`src/rtl/matmul_feeder_pkg.sv`:
```
// matmul_feeder_pkg: constants, FSM encoding and skew index helper shared by the matmul feeder
package matmul_feeder_pkg;
  localparam int DATA_W_DEF = 32;
  localparam int N = 4;
  localparam int ROW_W = $clog2(N);
  localparam int FEED_LEN = 7;
  localparam int CNT_W = 4;
  typedef enum logic [2:0] {IDLE, START, FEED, DRAIN, DONE} state_t;
  function automatic int skew_k(input int i, input int c);
    return N + i - c;
  endfunction
endpackage

```
`src/rtl/matmul_feeder_if.sv`:
```
// matmul_feeder_if: host load/read, control and systolic-array signals of the matmul feeder
interface matmul_feeder_if #(parameter int DATA_W = 32);
  logic ld_valid;
  logic ld_ready;
  logic ld_sel;
  logic [1:0] ld_row;
  logic [4*DATA_W-1:0] ld_data;
  logic start;
  logic busy;
  logic done;
  logic err;
  logic [1:0] rd_row;
  logic [4*DATA_W-1:0] rd_data;
  logic mm_input_start;
  logic [3:0] mm_counter;
  logic [4*DATA_W-1:0] mm_inA_flat;
  logic [4*DATA_W-1:0] mm_inB_flat;
  logic mm_output_rdy;
  logic [4*DATA_W-1:0] mm_outD_flat;
  modport slave(
    input ld_valid, ld_sel, ld_row, ld_data, start, rd_row, mm_output_rdy, mm_outD_flat,
    output ld_ready, busy, done, err, rd_data, mm_input_start, mm_counter, mm_inA_flat, mm_inB_flat
  );
  modport master(
    output ld_valid, ld_sel, ld_row, ld_data, start, rd_row, mm_output_rdy, mm_outD_flat,
    input ld_ready, busy, done, err, rd_data, mm_input_start, mm_counter, mm_inA_flat, mm_inB_flat
  );
endinterface

```
`src/rtl/matmul_feeder_skew_mux.sv`:
```
// matmul_skew_mux: picks the diagonal-skewed A/B element for each lane from the feed counter
module matmul_skew_mux
  import matmul_feeder_pkg::*;
#(
  parameter int DATA_W = DATA_W_DEF
) (
  input  logic [CNT_W-1:0]    cnt,
  input  logic [N*DATA_W-1:0] a [N],
  input  logic [N*DATA_W-1:0] b [N],
  output logic [N*DATA_W-1:0] lane_a,
  output logic [N*DATA_W-1:0] lane_b
);
  int k;
  always_comb begin
    k = 0;
    lane_a = '0;
    lane_b = '0;
    for (int i = 0; i < N; i++) begin
      k = skew_k(i, int'(cnt));
      if (int'(cnt) >= 1 && int'(cnt) <= FEED_LEN && k >= 0 && k < N) begin
        lane_a[(N-i)*DATA_W-1 -: DATA_W] = a[ROW_W'(i)][(N-k)*DATA_W-1 -: DATA_W];
        lane_b[(N-i)*DATA_W-1 -: DATA_W] = b[ROW_W'(k)][(N-i)*DATA_W-1 -: DATA_W];
      end
    end
  end
endmodule

```
`src/rtl/matmul_feeder.sv`:
```
// matmul_feeder: buffers A/B, drives the skewed 4x4 systolic feed and collects result rows.
// Optional missing-row timeout enabled by defining MATMUL_FEED_TIMEOUT_EN.
module matmul_feeder
  import matmul_feeder_pkg::*;
#(
  parameter int DATA_W = DATA_W_DEF
`ifdef MATMUL_FEED_TIMEOUT_EN
  , parameter int TIMEOUT_CYC = 64
`endif
) (
  input logic clk,
  input logic rst,
  matmul_feeder_if.slave bus
);
  state_t state, state_n;
  logic [N*DATA_W-1:0] a_buf [N];
  logic [N*DATA_W-1:0] b_buf [N];
  logic [N*DATA_W-1:0] res [N];
  logic [ROW_W:0] row_idx;
  logic [CNT_W-1:0] cnt, cnt_n, feed_cnt;
  logic [N*DATA_W-1:0] lane_a, lane_b, in_a, in_b;
  logic run, cap, rows_done, tmo;
  assign run = state inside {START, FEED, DRAIN};
  assign cap = run && bus.mm_output_rdy && row_idx < (ROW_W+1)'(N);
  assign rows_done = row_idx == (ROW_W+1)'(N) || (cap && row_idx == (ROW_W+1)'(N-1));
`ifdef MATMUL_FEED_TIMEOUT_EN
  localparam int TW = $clog2(TIMEOUT_CYC) + 1;
  logic [TW-1:0] tcnt;
  logic err_q;
  assign tmo = run && tcnt == TW'(TIMEOUT_CYC - 1);
  assign bus.err = err_q;
  always_ff @(posedge clk) begin
    if (rst || state == IDLE) tcnt <= '0;
    else if (run) tcnt <= tcnt + TW'(1);
    if (rst || (state == IDLE && bus.start)) err_q <= 1'b0;
    else if (tmo && !rows_done) err_q <= 1'b1;
  end
`else
  assign tmo = 1'b0;
  assign bus.err = 1'b0;
`endif
  always_ff @(posedge clk) state <= rst ? IDLE : state_n;
  always_comb begin
    state_n = state;
    case (state)
      IDLE:    state_n = bus.start ? START : IDLE;
      START:   state_n = FEED;
      FEED:    state_n = cnt == CNT_W'(FEED_LEN) ? DRAIN : FEED;
      DRAIN:   state_n = rows_done ? DONE : DRAIN;
      default: state_n = IDLE;
    endcase
    if (tmo) state_n = DONE;
  end
  always_comb begin
    bus.ld_ready = state == IDLE;
    bus.busy = run;
    bus.done = state == DONE;
    bus.mm_input_start = state == START;
    cnt_n = state_n inside {FEED, DRAIN} ? cnt + CNT_W'(1) : '0;
    feed_cnt = state_n == FEED ? cnt_n : '0;
  end
  assign bus.mm_counter = cnt;
  assign bus.mm_inA_flat = in_a;
  assign bus.mm_inB_flat = in_b;
  assign bus.rd_data = res[bus.rd_row];
  matmul_skew_mux #(.DATA_W(DATA_W)) u_skew (
    .cnt(feed_cnt),
    .a(a_buf),
    .b(b_buf),
    .lane_a(lane_a),
    .lane_b(lane_b)
  );
  // Lanes are registered from the next counter value so they change on the counter's edge.
  always_ff @(posedge clk) begin
    if (rst) begin
      for (int i = 0; i < N; i++) begin
        a_buf[i] <= '0;
        b_buf[i] <= '0;
        res[i] <= '0;
      end
      row_idx <= '0;
      cnt <= '0;
      in_a <= '0;
      in_b <= '0;
    end else begin
      if (bus.ld_ready && bus.ld_valid) begin
        if (bus.ld_sel) b_buf[bus.ld_row] <= bus.ld_data;
        else a_buf[bus.ld_row] <= bus.ld_data;
      end
      if (state == IDLE && bus.start) row_idx <= '0;
      else if (cap) begin
        res[row_idx[ROW_W-1:0]] <= bus.mm_outD_flat;
        row_idx <= row_idx + (ROW_W+1)'(1);
      end
      cnt <= cnt_n;
      in_a <= lane_a;
      in_b <= lane_b;
    end
  end
endmodule
```
`src/flat_wrapper.sv`:
```
// flat-port wrapper written by rule: the top's interface ports become plain ports
module matmul_feeder_flat import matmul_feeder_pkg::*;
#(
  parameter int DATA_W = DATA_W_DEF

)
  (clk, rst, bus_ld_valid, bus_ld_sel, bus_ld_row, bus_ld_data, bus_start, bus_rd_row, bus_mm_output_rdy, bus_mm_outD_flat, bus_ld_ready, bus_busy, bus_done, bus_err, bus_rd_data, bus_mm_input_start, bus_mm_counter, bus_mm_inA_flat, bus_mm_inB_flat);
  matmul_feeder_if #(.DATA_W(DATA_W)) bus_i ();
  input logic clk;
  input logic rst;
  input wire logic [$bits(bus_i.ld_valid)-1:0] bus_ld_valid;
  input wire logic [$bits(bus_i.ld_sel)-1:0] bus_ld_sel;
  input wire logic [$bits(bus_i.ld_row)-1:0] bus_ld_row;
  input wire logic [$bits(bus_i.ld_data)-1:0] bus_ld_data;
  input wire logic [$bits(bus_i.start)-1:0] bus_start;
  input wire logic [$bits(bus_i.rd_row)-1:0] bus_rd_row;
  input wire logic [$bits(bus_i.mm_output_rdy)-1:0] bus_mm_output_rdy;
  input wire logic [$bits(bus_i.mm_outD_flat)-1:0] bus_mm_outD_flat;
  output wire logic [$bits(bus_i.ld_ready)-1:0] bus_ld_ready;
  output wire logic [$bits(bus_i.busy)-1:0] bus_busy;
  output wire logic [$bits(bus_i.done)-1:0] bus_done;
  output wire logic [$bits(bus_i.err)-1:0] bus_err;
  output wire logic [$bits(bus_i.rd_data)-1:0] bus_rd_data;
  output wire logic [$bits(bus_i.mm_input_start)-1:0] bus_mm_input_start;
  output wire logic [$bits(bus_i.mm_counter)-1:0] bus_mm_counter;
  output wire logic [$bits(bus_i.mm_inA_flat)-1:0] bus_mm_inA_flat;
  output wire logic [$bits(bus_i.mm_inB_flat)-1:0] bus_mm_inB_flat;
  assign bus_i.ld_valid = bus_ld_valid;
  assign bus_i.ld_sel = bus_ld_sel;
  assign bus_i.ld_row = bus_ld_row;
  assign bus_i.ld_data = bus_ld_data;
  assign bus_i.start = bus_start;
  assign bus_i.rd_row = bus_rd_row;
  assign bus_i.mm_output_rdy = bus_mm_output_rdy;
  assign bus_i.mm_outD_flat = bus_mm_outD_flat;
  assign bus_ld_ready = bus_i.ld_ready;
  assign bus_busy = bus_i.busy;
  assign bus_done = bus_i.done;
  assign bus_err = bus_i.err;
  assign bus_rd_data = bus_i.rd_data;
  assign bus_mm_input_start = bus_i.mm_input_start;
  assign bus_mm_counter = bus_i.mm_counter;
  assign bus_mm_inA_flat = bus_i.mm_inA_flat;
  assign bus_mm_inB_flat = bus_i.mm_inB_flat;
  matmul_feeder #(.DATA_W(DATA_W)) u_core (.clk(clk), .rst(rst), .bus(bus_i));
endmodule
```
`config.mk`:
```
export PLATFORM = sky130hd
export DESIGN_NAME = matmul_feeder_flat
export DESIGN_NICKNAME = d
export VERILOG_FILES = /design/src/rtl/matmul_feeder_pkg.sv /design/src/rtl/matmul_feeder_if.sv /design/src/rtl/matmul_feeder_skew_mux.sv /design/src/rtl/matmul_feeder.sv /design/src/flat_wrapper.sv
export SDC_FILE = /design/constraint.sdc
export NUM_CORES = 2
export LEC_CHECK = 0
export BUFFER_PORTS_ARGS = -buffer_cell sky130_fd_sc_hd__buf_4
export CORE_AREA = 2 2 467 515
export CTS_CLUSTER_DIAMETER = 150
export DETAILED_ROUTE_END_ITERATION = 6
export DIE_AREA = 0 0 469 517
export GPL_TIMING_DRIVEN = 0
export HOLD_SLACK_MARGIN = 0.12
export SLEW_MARGIN = 0
export SYNTH_ARGS = -nofsm -noshare
export SYNTH_HDL_FRONTEND = slang
export SYNTH_HIERARCHICAL = 1
export SYNTH_SLANG_ARGS = --single-unit
```
`constraint.sdc`:
```
create_clock -name clk -period 9.6 [get_ports clk]
set_input_delay 0.48 -clock clk [delete_from_list [all_inputs] [get_ports clk]]
set_output_delay 0.48 -clock clk [all_outputs]
set_load 0.03 [all_outputs]
```
# ---- Word-level counts from Yosys, hierarchy flattened
# Memory sizes are Yosys's and may differ from the RTL's.
# Index checks and enable logic that the tools add are counted.
dict set report classes {
  bitwise 10
  reduce_logical 27
  n_addsub 14
  magnitude_cmp 17
  n_mux 31
  shifts 4
  n_eq_ne 9
}
# operator n
set op_table {}
lappend op_table {{128-bit binary-select mux with 2-bit select} 4}
lappend op_table {{512-bit bitwise mux} 2}
lappend op_table {{128-bit 2-to-1 mux} 4}
lappend op_table {{128-bit demux with 2-bit select} 1}
lappend op_table {{96-bit 2-to-1 mux} 2}
lappend op_table {{159-bit by 12-bit indexed part select with 32-bit output} 1}
lappend op_table {{159-bit by 32-bit indexed part select with 32-bit output} 1}
lappend op_table {{64-bit 2-to-1 mux} 2}
lappend op_table {{128-bit OR reduction} 1}
lappend op_table {{32-bit 2-to-1 mux} 2}
lappend op_table {{1-bit by 12-bit indexed part select with 32-bit output, first input constant} 2}
lappend op_table {{11-bit by 2-bit subtractor with 12-bit output, second input constant} 3}
lappend op_table {{32-bit by 2-bit subtractor with 32-bit output, second input constant} 1}
lappend op_table {{4-bit by 5-bit subtractor with 6-bit output, first input constant} 4}
lappend op_table {{5-bit by 1-bit greater-or-equal comparator with 1-bit output, second input constant} 4}
lappend op_table {{5-bit by 4-bit < comparator with 1-bit output, second input constant} 4}
lappend op_table {{3-bit by 4-bit subtractor with 5-bit output, first input constant} 4}
lappend op_table {{3-bit by 2-bit equality test with 1-bit output, second input constant} 5}
lappend op_table {{1-bit logical AND} 15}
lappend op_table {{2-bit by 3-bit greater-or-equal comparator with 1-bit output, second input constant} 4}
lappend op_table {{3-bit one-hot mux with 4 select lines} 1}
lappend op_table {{2-bit OR reduction} 5}
lappend op_table {{1-bit 2-to-1 mux} 9}
lappend op_table {{4-bit 2-to-1 mux} 2}
lappend op_table {{20 further kinds} 29}
dict set report word_totals {
  ramBits 512
  mem_count 1
  regBits 1290
  out_inout_bits 393
}
# name words word_bits read_ports rd_ports_with_merged_regs write_ports line_no
set memory_table {}
lappend memory_table {u_core.res 4 128 1 0 4 matmul_feeder.sv:18} ;# logic [N*DATA_W-1:0] res [N];

# ---- Logic depth before layout (Yosys ltp)
dict set report depth {
  depth_word 18
  mapped_depth 14
  ltp_nobuf 11
}

# ---- Modules after synthesis
# The synthesis kept the hierarchy.
# mod n_inst cells_per_inst seq_area_each_um2 area_each_um2
set by_module_without_submodules {}
lappend by_module_without_submodules {matmul_feeder 1 5440 41199.5 68738.4}
lappend by_module_without_submodules {matmul_skew_mux 1 542 0.0 6729.0}

# ---- Worst setup path after synthesis
# No wires, ideal clock.
dict set report synth_timing {
  kind {in2reg}
  start {input port rst}
  end {memory u_core/res[3][0] (netlist bit) (enable)}
  path_slack_ns 4.512
  required_time_ns 9.104
  path_buffers 5
  stages 6
  arrival_ns 4.592
  setup_ns 0.496
  cell_sequence {clkbuf_1 -> clkbuf_1 -> clkbuf_1 -> clkbuf_1 -> clkbuf_1 -> a41o_1}
}
# item line_no
set synth_lines {}
lappend synth_lines {{from (decl)} flat_wrapper.sv:10} ;# input logic rst;
lappend synth_lines {{to (decl)} matmul_feeder.sv:18}

# ---- Final worst setup path
dict set report layout_timing {
  start {register u_core.state[0]}
  end {register u_core.in_a[89], in the netlist u_core/bus.mm_inA_flat[89]}
}
dict set report layout_between {
  elab_chain_len 18
  word_cells_on_any_way 29
}
# item line_no
set layout_rtl {}
lappend layout_rtl {{from (decl)} matmul_feeder.sv:15} ;# state_t state, state_n;
lappend layout_rtl {{from (signal assigned)} matmul_feeder.sv:42} ;# always_ff @(posedge clk) state <= rst ? IDLE : state_n;
lappend layout_rtl {{3-bit by 1-bit equality test with 1-bit output / 3-bit by 2-bit equality test with 1-bit output (equally long branches)} {matmul_feeder.sv:23, matmul_feeder.sv:45}}
lappend layout_rtl {{3-bit nonzero test} matmul_feeder.sv:23} ;# assign run = state inside {START, FEED, DRAIN};
lappend layout_rtl {{1-bit logical AND (2 in series)} matmul_feeder.sv:24} ;# assign cap = run && bus.mm_output_rdy && row_idx < (ROW_W+1)'(N);
lappend layout_rtl {{1-bit logical AND} matmul_feeder.sv:25} ;# assign rows_done = row_idx == (ROW_W+1)'(N) || (cap && row_idx == (ROW_W+1)'(N-1));
lappend layout_rtl {{1-bit logical OR} matmul_feeder.sv:25}
lappend layout_rtl {{3-bit 2-to-1 mux} matmul_feeder.sv:49} ;# DRAIN: state_n = rows_done ? DONE : DRAIN;
lappend layout_rtl {{3-bit one-hot mux with 4 select lines *} matmul_feeder.sv:45} ;# case (state)
lappend layout_rtl {{3-bit by 2-bit equality test with 1-bit output, on equally long branches} {matmul_feeder.sv:59, matmul_feeder.sv:60}}
lappend layout_rtl {{2-bit nonzero test} matmul_feeder.sv:59} ;# cnt_n = state_n inside {FEED, DRAIN} ? cnt + CNT_W'(1) : '0;
lappend layout_rtl {{4-bit 2-to-1 mux} matmul_feeder.sv:59}
lappend layout_rtl {{4-bit 2-to-1 mux *} matmul_feeder.sv:60} ;# feed_cnt = state_n == FEED ? cnt_n : '0;
lappend layout_rtl {{net u_core.feed_cnt[1]} matmul_feeder.sv:20} ;# logic [CNT_W-1:0] cnt, cnt_n, feed_cnt;
lappend layout_rtl {{branches (longest 6 deep; another with 11-bit by 2-bit subtractor with 12-bit output)} n/a}
lappend layout_rtl {{to (signal assigned)} matmul_feeder.sv:96} ;# in_a <= lane_a;
lappend layout_rtl {{to (decl)} matmul_feeder.sv:21} ;# logic [N*DATA_W-1:0] lane_a, lane_b, in_a, in_b;
# Mark *: on every way through the listed nets, which the timed path passes.
# A chain may end at the register's enable or synchronous reset.

==> impl_results.md <==
* Cell Area, Synth at between 60,000 and 70,000 sq um
* Fin nets at approximately 6,500
* Final Total Pwr at between 10 and 15 mW
* Fin util at between 30% and 40%
* Final global-route overflow total at 0
* Final setup fails at 0
* # DRC at 2
* Critical path required time at approximately 10 ns
* Critical path fanouts, max at 10
* Post-Route Skew at ~0.08 ns
* Final ANT Viol Nets at 0
* Core area at 238,000 sq um
* MaxCap Viol Count at 0
* Avg Cell Area, Syn at about 13 sq um
* Max Freq at 0.131 GHz
* Die outline area at about 240,000 sq um
* RSZ-0062 raised after global routing: false
* CP peak stage delay at between 1 and 1.5 ns
* Clock sinks at approximately 1,500
* Yosys warns at 7
* Htree depth at 4
* Drt total wl at ~230,000 um
* Kind of critical path: reg -> reg
* Worst skew pair latency at approximately 0.86 ns
* CTS Buf Count at approximately 180
* Worst EP arrival at 8.24 ns
* Final TNS setup at 0 ns
* Iter 0 DRT Violations at about 3,100
* Buffers plus inverters on the worst setup path at 6
* Area grow syn2layout at 24.4%
* Cell Pwr Density at ~180 nW/um^2
* Hpwl dp at ~170,000 um
* CP cell instances: clkbuf_1 > nor3b_1 > a21oi_1 > nor2_1 > clkbuf_1 > buf_1 > inv_1 > ha_1 > clkbuf_1 > clkbuf_1 > mux4_2 > nor2b_1 > nor2b_1
* Fin worst setup slack at slightly below 2 ns
* Routed vias at 43,117
* Startpoint types: flop
* Placer congestion estimate at ~0.87
* Failing checks: DRC
* Slowest CP cell: clkbuf_1
* Port Buffers at around 650
* Root buffer cell: clkbuf_16
* Endpoints failing hold at 0
* Slew HR at 0.558%
* Post-place setup slack at 2.06 ns
* Die span in x at 469 um
* Final Cycle Share at 79.4%
* Cell family with most CP delay: buffers and inverters
* Starting utilization of the core area at between 20 and 30%
* # rows at between 150 and 200
* Cells after synthesis at between 5,000 and 6,000
* Crit-path most repeated cell: clkbuf_1
* Hold crit path type: in -> reg
* WL per Instance at 24.4 um
* Clock slew at reported path FFs at ~0.060 ns
* Critical path capture point type: flop
* Clock buffer depth at 4
* Drt pass-1 iters at 7
* Outcome: finished, violations left
* PostCTS Resize Cnt at 0
* Fraction of layout instances using a drive strength above 1 at between 20% and 30%
* I/O pin cnt at approximately 660
* Vias in the first global route at ~45,000
* Die extent in y at just over 500 um
* Max IR drop VDD at around 0.14 mV
* Crit path time final at approximately 7.6 ns
* Max Slew Vio Count at 0
* Leak at roughly 34 nW
* FF-to-FF setup slack at 1.97 ns
* Total GRT Usage at about 18%
* Vias per inst at 4.55
* First-pass GRT wire length at 323,000 um
* TritonCTS clock tree: yes
* Largest net degree at the start of global routing at between 50 and 60
* Antenna violations before repair at 50
* Slew @ Worst Pin at 1.49 ns
[power by group]
group          switching (mW)  internal [mW]  total (mW)
registers              0.0642           6.94        7.00
clock network            2.73           3.66        6.39
logic                   0.938          0.614        1.55
[state kept, by name, indices dropped and copies added (netlist names)]
signal and cells:
u_core/a_buf 256, u_core/b_buf 512, u_core/bus.mm_counter 4, u_core/bus.mm_inA_flat 128, u_core/bus.mm_inB_flat 128, u_core/res 512, u_core/row_idx 3, u_core/state 3
[worst min-delay path, stage by stage]
cell      delay (ns)
buf_4           0.08
nand2b_1        0.04
buf_1           0.19
mux2i_1         0.16
[metrics by stage]
stage | cell area, sq um | instances | hold slack, ns
after floorplan | 66200 | 5219 | 0.445
after global placement | 75000 | 9007 | 0.456
after detailed placement | 75300 | 9016 | 0.461
after CTS | 81900 | 9447 | 0.123
after global routing | 82000 | 9463 | 0.170
final | 82000 | 9479 | 0.156
[cell type report]
cell class                 instances  area (sq um)
sequential                      1546         36100
clock inverter                    47           383
antenna                           32          80.1
clock buffer                     250          4940
fill                           23418        156000
timing repair buffer             796          6470
inverter                           8          30.0
multi-input combinational       3106         27600
buffer                           559          2480
tap                             3135          3920
[layer usage]
metal | track usage [%] | vias to the layer above | share of wire, %
li1 | - | 19564 | -
met1 | 22.0 | 21620 | 39
met2 | 32.1 | 1527 | 50
met3 | 3.76 | 388 | 6.6
met4 | 7.69 | 18 | 4.3
met5 | 0 | - | 0.046
[worst paths after layout]
check                                  startpoint                          to  cells after the start
worst max register to register    u_core/state[0]  u_core/bus.mm_inA_flat[89]                     13
worst max-delay path              u_core/state[0]  u_core/bus.mm_inA_flat[89]                     13
worst min register to register  u_core/b_buf[244]           u_core/b_buf[244]                      2
worst min-delay path              bus_ld_data[81]           u_core/a_buf[465]                      4
[cells in the final DEF (no fill, tap or decap), types with 156 or more instances in the layout]
cell type	count
dfxtp_1	1034
nand2b_1	900
mux2i_1	768
buf_4	718
and2_1	514
edfxtp_1	512
nor2b_1	425
clkbuf_1	329
mux4_2	320
clkbuf_16	178
buf_1	156
[timing repair]
item / CTS / global route
endpoints found under the hold margin: 526 / 0
setup buffers: 0 / 0
hold buffers: 134 / 0
No activity file was read; power rests on OpenSTA's default activity.
